### config.mk
export PLATFORM = sky130hd
export DESIGN_NAME = nts_ip_tx_header
export DESIGN_NICKNAME = d
export VERILOG_FILES = /design/src/rtl/nts_ip_pkg.sv /design/src/rtl/nts_ip_csum16.sv /design/src/rtl/nts_ip_tx_header.sv
export SDC_FILE = /design/constraint.sdc
export NUM_CORES = 1
export LEC_CHECK = 0
export CAP_MARGIN = 10
export CELL_PAD_IN_SITES_DETAIL_PLACEMENT = 0
export CELL_PAD_IN_SITES_GLOBAL_PLACEMENT = 1
export CORE_MARGIN = 2
export CORE_UTILIZATION = 39
export CTS_CLUSTER_DIAMETER = 30
export CTS_CLUSTER_SIZE = 28
export DETAILED_ROUTE_END_ITERATION = 10
export GPL_ROUTABILITY_DRIVEN = 0
export GPL_TIMING_DRIVEN = 0
export PLACE_DENSITY = 0.78
export SETUP_SLACK_MARGIN = 0.3
export SYNTH_ARGS = -nofsm -noshare
export SYNTH_HDL_FRONTEND = slang
export SYNTH_SLANG_ARGS = --single-unit
export TNS_END_PERCENT = 30
### constraint.sdc
create_clock -name i_clk -period 11.1 [get_ports i_clk]
set_clock_uncertainty 0.15 [all_clocks]
set_input_delay 1.665 -clock i_clk [delete_from_list [all_inputs] [get_ports i_clk]]
set_output_delay 1.665 -clock i_clk [all_outputs]
set_load 0.005 [all_outputs]
### src/rtl/nts_ip_pkg.sv
// nts_ip_pkg
// Shared protocol constants for the NTS Ethernet/IPv4/UDP header path, plus
// the record of latched transmit fields and a small length helper.
// Ports: none (package).
package nts_ip_pkg;

  localparam logic [15:0] E_TYPE_IPV4  = 16'h0800;
  localparam logic [3:0]  IP_V4        = 4'h4;
  localparam logic [3:0]  IHL_MIN      = 4'd5;
  localparam logic [7:0]  IP_PROTO_UDP = 8'h11;

  localparam logic [7:0]  ETH_HDR_LEN  = 8'd14;
  localparam logic [7:0]  IP_HDR_LEN   = 8'd20;
  localparam logic [7:0]  UDP_HDR_LEN  = 8'd8;

  // Don't-fragment flag with a zero fragment offset.
  localparam logic [15:0] IP_FLAGS_DF  = 16'h4000;

  // Checksum input words run 0..9; output words run 0..5.
  localparam logic [3:0]  CSUM_LAST_IDX = 4'd9;
  localparam logic [2:0]  HDR_LAST_WORD = 3'd5;

  typedef struct packed {
    logic [47:0] eth_dst;
    logic [47:0] eth_src;
    logic [31:0] ip_src;
    logic [31:0] ip_dst;
    logic [15:0] ip_id;
    logic [15:0] udp_src;
    logic [15:0] udp_dst;
    logic [15:0] total_len;
    logic [15:0] udp_len;
  } nts_tx_fields_t;

  // Payload plus header bytes, kept at 17 bits so overflow stays visible.
  function automatic logic [16:0] len_add(input logic [15:0] payload,
                                          input logic [7:0]  hdr_len);
    return {1'b0, payload} + {9'd0, hdr_len};
  endfunction

endpackage

### src/rtl/nts_ip_csum16.sv
// nts_ip_csum16
// Running 16-bit one's-complement sum with a 17-bit accumulator. The carry
// out of each add is held in bit 16 and folded back into the next add, so the
// accumulator never loses a carry. Usable for both building and checking.
// Ports:
//   i_clk, i_areset : clock, asynchronous active-high reset
//   i_clear         : synchronous clear of the accumulator (wins over add)
//   i_add_en        : add i_data this cycle
//   i_data          : 16-bit word to add
//   o_sum           : folded 16-bit sum (not inverted)
module nts_ip_csum16 (
  input  logic        i_clk,
  input  logic        i_areset,
  input  logic        i_clear,
  input  logic        i_add_en,
  input  logic [15:0] i_data,
  output logic [15:0] o_sum
);

  logic [16:0] r_acc;
  logic [16:0] w_fold;

  // Accumulate with end-around carry: the previous carry (bit 16) is added in
  // alongside the new word. The worst case 0xFFFF + 0xFFFF + 1 fits 17 bits.
  always_ff @(posedge i_clk or posedge i_areset) begin
    if (i_areset) begin
      r_acc <= '0;
    end else if (i_clear) begin
      r_acc <= '0;
    end else if (i_add_en) begin
      r_acc <= {1'b0, r_acc[15:0]} + {1'b0, i_data} + {16'd0, r_acc[16]};
    end
  end

  // Fold twice: the first fold can itself carry out when the low half is
  // all ones.
  always_comb begin
    w_fold = {1'b0, r_acc[15:0]} + {16'd0, r_acc[16]};
    o_sum  = w_fold[15:0] + {15'd0, w_fold[16]};
  end

endmodule

### src/rtl/nts_ip_tx_header.sv
// nts_ip_tx_header
// Builds a 42-byte Ethernet + IPv4 + UDP header and streams it as six
// big-endian 64-bit words with a valid/ready handshake. The IPv4 header
// checksum is computed one 16-bit word per cycle before emission, so the first
// word always appears 12 cycles after the start is accepted.
// Ports:
//   i_clk, i_areset        : clock, asynchronous active-high reset
//   i_clear                : synchronous abort back to idle (beats i_start)
//   i_start                : latch all header fields and begin (idle only)
//   i_eth_*, i_ip_*, i_udp_*, i_payload_length : header field inputs
//   i_ready                : downstream accepts the current word
//   o_valid, o_data        : header word stream, first octet in [63:56]
//   o_bytes_valid, o_last  : left-aligned valid byte count, final word flag
//   o_busy                 : not idle
//   o_done                 : pulse after the final word is accepted
//   o_error                : pulse when a start is rejected (payload too big)
module nts_ip_tx_header
  import nts_ip_pkg::*;
#(
  parameter logic [7:0] IP_TTL = 8'd64
) (
  input  logic        i_clk,
  input  logic        i_areset,
  input  logic        i_clear,
  input  logic        i_start,
  input  logic [47:0] i_eth_dst,
  input  logic [47:0] i_eth_src,
  input  logic [31:0] i_ip_src,
  input  logic [31:0] i_ip_dst,
  input  logic [15:0] i_ip_id,
  input  logic [15:0] i_udp_src,
  input  logic [15:0] i_udp_dst,
  input  logic [15:0] i_payload_length,
  input  logic        i_ready,
  output logic        o_valid,
  output logic [63:0] o_data,
  output logic [3:0]  o_bytes_valid,
  output logic        o_last,
  output logic        o_busy,
  output logic        o_done,
  output logic        o_error
);

  localparam logic [1:0] ST_IDLE = 2'd0;
  localparam logic [1:0] ST_CSUM = 2'd1;
  localparam logic [1:0] ST_FOLD = 2'd2;
  localparam logic [1:0] ST_EMIT = 2'd3;

  logic [1:0]     r_state;
  logic [3:0]     r_csum_idx;
  logic [2:0]     r_word_idx;
  nts_tx_fields_t r_fields;
  logic [15:0]    r_ip_csum;
  logic           r_done;
  logic           r_error;

  logic [16:0]    w_total_len;
  logic [16:0]    w_udp_len;
  logic           w_oversize;
  logic           w_accept;
  logic           w_csum_clear;
  logic           w_csum_add;
  logic [15:0]    w_csum_word;
  logic [15:0]    w_csum_sum;
  logic [63:0]    w_data;

  // A payload above 65507 pushes total_length past 16 bits, so bit 16 of the
  // 17-bit sum is exactly the rejection condition.
  assign w_total_len = len_add(i_payload_length, IP_HDR_LEN + UDP_HDR_LEN);
  assign w_udp_len   = len_add(i_payload_length, UDP_HDR_LEN);
  assign w_oversize  = w_total_len[16] | w_udp_len[16];
  assign w_accept    = (r_state == ST_IDLE) & i_start & ~i_clear & ~w_oversize;

  // Starting a new frame also clears the accumulator so no stale sum leaks in.
  assign w_csum_clear = i_clear | w_accept;
  assign w_csum_add   = (r_state == ST_CSUM) & ~i_clear;

  nts_ip_csum16 u_csum (
    .i_clk    (i_clk),
    .i_areset (i_areset),
    .i_clear  (w_csum_clear),
    .i_add_en (w_csum_add),
    .i_data   (w_csum_word),
    .o_sum    (w_csum_sum)
  );

  // IPv4 header words in wire order; index 5 is the checksum field itself,
  // which contributes zero.
  always_comb begin
    w_csum_word = 16'h0000;
    case (r_csum_idx)
      4'd0: w_csum_word = {IP_V4, IHL_MIN, 8'h00};
      4'd1: w_csum_word = r_fields.total_len;
      4'd2: w_csum_word = r_fields.ip_id;
      4'd3: w_csum_word = IP_FLAGS_DF;
      4'd4: w_csum_word = {IP_TTL, IP_PROTO_UDP};
      4'd6: w_csum_word = r_fields.ip_src[31:16];
      4'd7: w_csum_word = r_fields.ip_src[15:0];
      4'd8: w_csum_word = r_fields.ip_dst[31:16];
      4'd9: w_csum_word = r_fields.ip_dst[15:0];
      default: w_csum_word = 16'h0000;
    endcase
  end

  // Main sequencer: idle -> ten checksum adds -> fold/invert -> six words.
  // Clear overrides everything; done/error are single-cycle pulses.
  always_ff @(posedge i_clk or posedge i_areset) begin
    if (i_areset) begin
      r_state    <= ST_IDLE;
      r_csum_idx <= '0;
      r_word_idx <= '0;
      r_fields   <= '0;
      r_ip_csum  <= '0;
      r_done     <= 1'b0;
      r_error    <= 1'b0;
    end else begin
      r_done  <= 1'b0;
      r_error <= 1'b0;
      if (i_clear) begin
        r_state    <= ST_IDLE;
        r_csum_idx <= '0;
        r_word_idx <= '0;
      end else begin
        case (r_state)
          ST_IDLE: begin
            if (i_start && w_oversize) begin
              r_error <= 1'b1;
            end else if (w_accept) begin
              r_fields <= '{eth_dst:   i_eth_dst,
                            eth_src:   i_eth_src,
                            ip_src:    i_ip_src,
                            ip_dst:    i_ip_dst,
                            ip_id:     i_ip_id,
                            udp_src:   i_udp_src,
                            udp_dst:   i_udp_dst,
                            total_len: w_total_len[15:0],
                            udp_len:   w_udp_len[15:0]};
              r_csum_idx <= '0;
              r_state    <= ST_CSUM;
            end
          end
          ST_CSUM: begin
            if (r_csum_idx == CSUM_LAST_IDX) begin
              r_csum_idx <= '0;
              r_state    <= ST_FOLD;
            end else begin
              r_csum_idx <= r_csum_idx + 4'd1;
            end
          end
          ST_FOLD: begin
            r_ip_csum  <= ~w_csum_sum;
            r_word_idx <= '0;
            r_state    <= ST_EMIT;
          end
          ST_EMIT: begin
            if (i_ready) begin
              if (r_word_idx == HDR_LAST_WORD) begin
                r_word_idx <= '0;
                r_done     <= 1'b1;
                r_state    <= ST_IDLE;
              end else begin
                r_word_idx <= r_word_idx + 3'd1;
              end
            end
          end
          default: r_state <= ST_IDLE;
        endcase
      end
    end
  end

  // Output word selection; everything reads as zero outside EMIT so the bus
  // is quiet whenever o_valid is low.
  always_comb begin
    w_data = 64'd0;
    if (r_state == ST_EMIT) begin
      case (r_word_idx)
        3'd0: w_data = {r_fields.eth_dst, r_fields.eth_src[47:32]};
        3'd1: w_data = {r_fields.eth_src[31:0], E_TYPE_IPV4,
                        IP_V4, IHL_MIN, 8'h00};
        3'd2: w_data = {r_fields.total_len, r_fields.ip_id, IP_FLAGS_DF,
                        IP_TTL, IP_PROTO_UDP};
        3'd3: w_data = {r_ip_csum, r_fields.ip_src, r_fields.ip_dst[31:16]};
        3'd4: w_data = {r_fields.ip_dst[15:0], r_fields.udp_src,
                        r_fields.udp_dst, r_fields.udp_len};
        default: w_data = 64'd0;
      endcase
    end
  end

  assign o_valid       = (r_state == ST_EMIT);
  assign o_data        = w_data;
  assign o_last        = o_valid & (r_word_idx == HDR_LAST_WORD);
  assign o_bytes_valid = !o_valid ? 4'd0 : (o_last ? 4'd2 : 4'd8);
  assign o_busy        = (r_state != ST_IDLE);
  assign o_done        = r_done;
  assign o_error       = r_error;

endmodule

==> impl_metrics.csv <==
group,metric,value,unit
placed_design,place_hpwl,45900,um
grt,overflow,0,
logic_synthesis,synth_edf_count,0,
grt,grt_max_degree,103,
critical_path,cpMaxStageDelayCell,"clkbuf_1",
hold_path,hold_path.class,"reg2reg",
grt,grt_antenna_before_repair,1,
floorplanning,die-area,39900,um^2
placed_design,post_dp_cell_area,18600,um^2
placed_design,io_buffers,295,
critical_path,worstPathRequired,9.29,ns
floorplanning,num_rows,71,
pwr,total_power,0.00535,W
critical_path,crit_chain,"buf_1 -> and2_1 -> ha_1 -> clkbuf_1 -> clkbuf_1 -> a222oi_1 -> nor2_1 -> clkdlybuf4s50_1",
logic_synthesis,ys_seq_elements,282,
clock_tree,clock_sinks,282,
floorplanning,die_h,200,um
critical_path,crit_arrival,4.37,ns
timing,hold_viol_final,0,
logic_synthesis,ys_types,72,
logic_synthesis,async_flop_share,1.00,
critical_path,cp_max_fo,10,
logic_synthesis,synth_mux_area_frac,0.0891,
timing,worst_pin_slew,1.14,ns
pwr,p_seq_frac,0.374,
floorplanning,coreArea,37700,um^2
cells_and_area,diodes,0,
critical_path,crit_path_start_kind,"flop",
routing,drt-vias-per-instance,5.67,
grt,groute.usage.overall,0.303,
clock_tree,root_buffer,"clkbuf_16",
pwr,p_switching,0.00180,W
logic_synthesis,synth_flop_cell,"dfrtp_1",
clock_tree,worstSkewPairLatency,0.58,ns
pwr,swShare,0.336,
timing,max_slew_margin,0.232,
logic_synthesis,synth_area_per_cell,9.19,um^2
timing,drv_slew,0,
pwr,power_frac_clock,0.394,
clock_tree,clockBufferDepth,3,
clock_tree,cts_setup_buffers,0,
grt,grt_pass1_vias,14200,
clock_tree,cts.clk_slew.worst_paths,0.05,ns
logic_synthesis,syn_inst,1625,
routing,drt-pass1-iter-count,11,
cells_and_area,final_common_cell,"nand2_1",
timing,finalSetupTns,0,ns
pwr,ir_worst_vdd,0.115,mV
floorplanning,start_util,0.396,
critical_path,path_class,"reg2out",
logic_synthesis,synth_top_family_by_area,"simple AND/OR/NAND/NOR gates",
pwr,p_int,0.00355,W
pwr,p_leak,9.22,nW
logic_synthesis,synth_xor_area_frac,0.0340,
timing,rsz0062_at_grt,"no",
routing,drt_drc_violations_left,4,
pwr,power_density,254,nW/um^2
logic_synthesis,yosys.area_share.simple,0.199,
timing,min_period,6.19,ns
cells_and_area,area_growth,41.1,%
routing,drtIter0Drc,1757,
cells_and_area,nets,2254,
clock_tree,postCtsResizedCells,0,
flow_run,maxCapViolations,0,
cells_and_area,finish.instance_area,21100,um^2
floorplanning,pin_count,302,
clock_tree,cts_tree,"yes",
cells_and_area,final_cell_mix,"491 x nand2_1, 295 x clkdlybuf4s50_1, 282 x dfrtp_1",
routing,vias,14500,
pwr,power_frac_comb,0.231,
critical_path,crit_family,"buffers and inverters",
logic_synthesis,ys_warn_count,0,
logic_synthesis,synth-compound-area-share,0.138,
clock_tree,hold_buffers,0,
timing,finalSetupViolations,0,
critical_path,crit_path_max_incr_delay,0.71,ns
timing,max_freq,162,MHz
logic_synthesis,ys_seq_area_frac,0.473,
critical_path,worst-path-buf-inv,4,
clock_tree,numCtsBuffers,69,
clock_tree,htree_levels,3,
critical_path,cp-end-kind,"output port",
grt,grt_pass1_wl,88100,um
floorplanning,die_w,200,um
run_status,violations,"DRC",
cells_and_area,drive_gt1_frac,0.129,
routing,ant_nets,0,
critical_path,cpMostUsedCell,"clkbuf_1",
routing,wl_per_cell,23.6,um
logic_synthesis,syn_area,14900,um^2
run_status,outcome,"complete, but fails checks",
timing,period_share,0.557,
logic_synthesis,synthAdderAreaFrac,0.0261,
routing,drt_wl_total,60500,um
area by class of cell:
type | count | area [um^2]
buffer | 118 | 527
clock buffer | 96 | 2040
clock inverter | 32 | 412
fill | 3389 | 16600
inverter | 21 | 86.3
multi-input combinational | 1205 | 7290
sequential | 282 | 7060
tap | 511 | 639
timing repair buffer | 298 | 3020
metal layers:
layer / global-route usage / up-vias / share of wire
met1: 0.406 / 7079 / 0.41
met5: 0 / - / 0.00021
li1: - / 6456 / -
met4: 0.120 / 2 / 0.039
met2: 0.472 / 832 / 0.45
met3: 0.0711 / 164 / 0.099
registers in the layout, summed over array words and instances (netlist names):
signal	flops
o_done	1
o_error	1
r_ip_csum	16
r_state	2
r_csum_idx	4
r_word_idx	3
r_fields	238
u_csum.r_acc	17
power by group through the flow:
stage | registers (W) | clock network [W] | logic, W
2_1_floorplan | 0.00174 | 0 | 0.000842
3_3_place_gp | 0.00198 | 0 | 0.00119
3_5_place_dp | 0.00199 | 0 | 0.00122
4_1_cts | 0.00198 | 0.00212 | 0.00123
5_1_grt | 0.00204 | 0.00218 | 0.00137
6_report | 0.00200 | 0.00211 | 0.00124
through the flow:
stage          hold WS (ns)   util  std cells  setup WS (ns)
5_1_grt               0.334  0.559       2563           4.82
6_report              0.328  0.559       2563           4.91
4_1_cts               0.324  0.559       2563           5.03
3_5_place_dp          0.313  0.494       2435           5.35
2_1_floorplan         0.295      -       1626           1.51
3_3_place_gp          0.310  0.492       2432          -2.11
path summary, 6_finish.rpt:
check,startpoint,end,slack [ns],depth (start not counted)
setup reg to reg,r_csum_idx[0]$_DFFE_PP0P_,u_csum.r_acc[12]$_DFFE_PP0P_,6.52,12
hold / removal,r_fields[38]$_DFFE_PP0P_,r_fields[38]$_DFFE_PP0P_,0.33,2
min in group asynchronous,i_areset,r_fields[179]$_DFFE_PP0P_,1.44,2
hold reg to reg,r_fields[38]$_DFFE_PP0P_,r_fields[38]$_DFFE_PP0P_,0.33,2
setup / recovery,r_word_idx[0]$_DFFE_PP0P_,o_data[59],4.91,8
max in group asynchronous,i_areset,r_state[1]$_DFFE_PP0P_,8.01,4
Yosys cell counts, types with 6 or more instances:
master | number | share of area
a21o_1 | 11 | 0.0055
a21oi_1 | 37 | 0.012
a221oi_1 | 6 | 0.0035
a222oi_1 | 79 | 0.053
a22oi_1 | 10 | 0.0050
and3_1 | 9 | 0.0038
buf_1 | 6 | 0.0015
buf_2 | 25 | 0.0084
buf_4 | 6 | 0.0030
clkbuf_1 | 77 | 0.019
dfrtp_1 | 282 | 0.47
ha_1 | 28 | 0.023
inv_1 | 20 | 0.0050
mux2_2 | 87 | 0.066
mux2i_1 | 35 | 0.023
nand2_1 | 491 | 0.12
nand2b_1 | 16 | 0.0067
nand3_1 | 22 | 0.0074
nand4_1 | 6 | 0.0025
nor2_1 | 113 | 0.028
nor2b_1 | 7 | 0.0029
nor3_1 | 15 | 0.0050
nor4_1 | 6 | 0.0025
o21ai_0 | 55 | 0.018
o22ai_1 | 32 | 0.013
xnor2_1 | 33 | 0.019
xor2_1 | 25 | 0.015
worst min-delay path, delay by kind of cell, from the launching register on:
family	cells	cell delay (ns)
flops	1	0.34
simple gates	2	0.10
cells by family after synthesis:
family	Yosys count
muxes	122
buffers and inverters	139
AOI/OAI and AO/OA	279
DFF	282
xor gates and xnor gates	58
and+or+nand+nor	714
other	1
adders and majority gates	30
(Power assumes the default switching activity.)
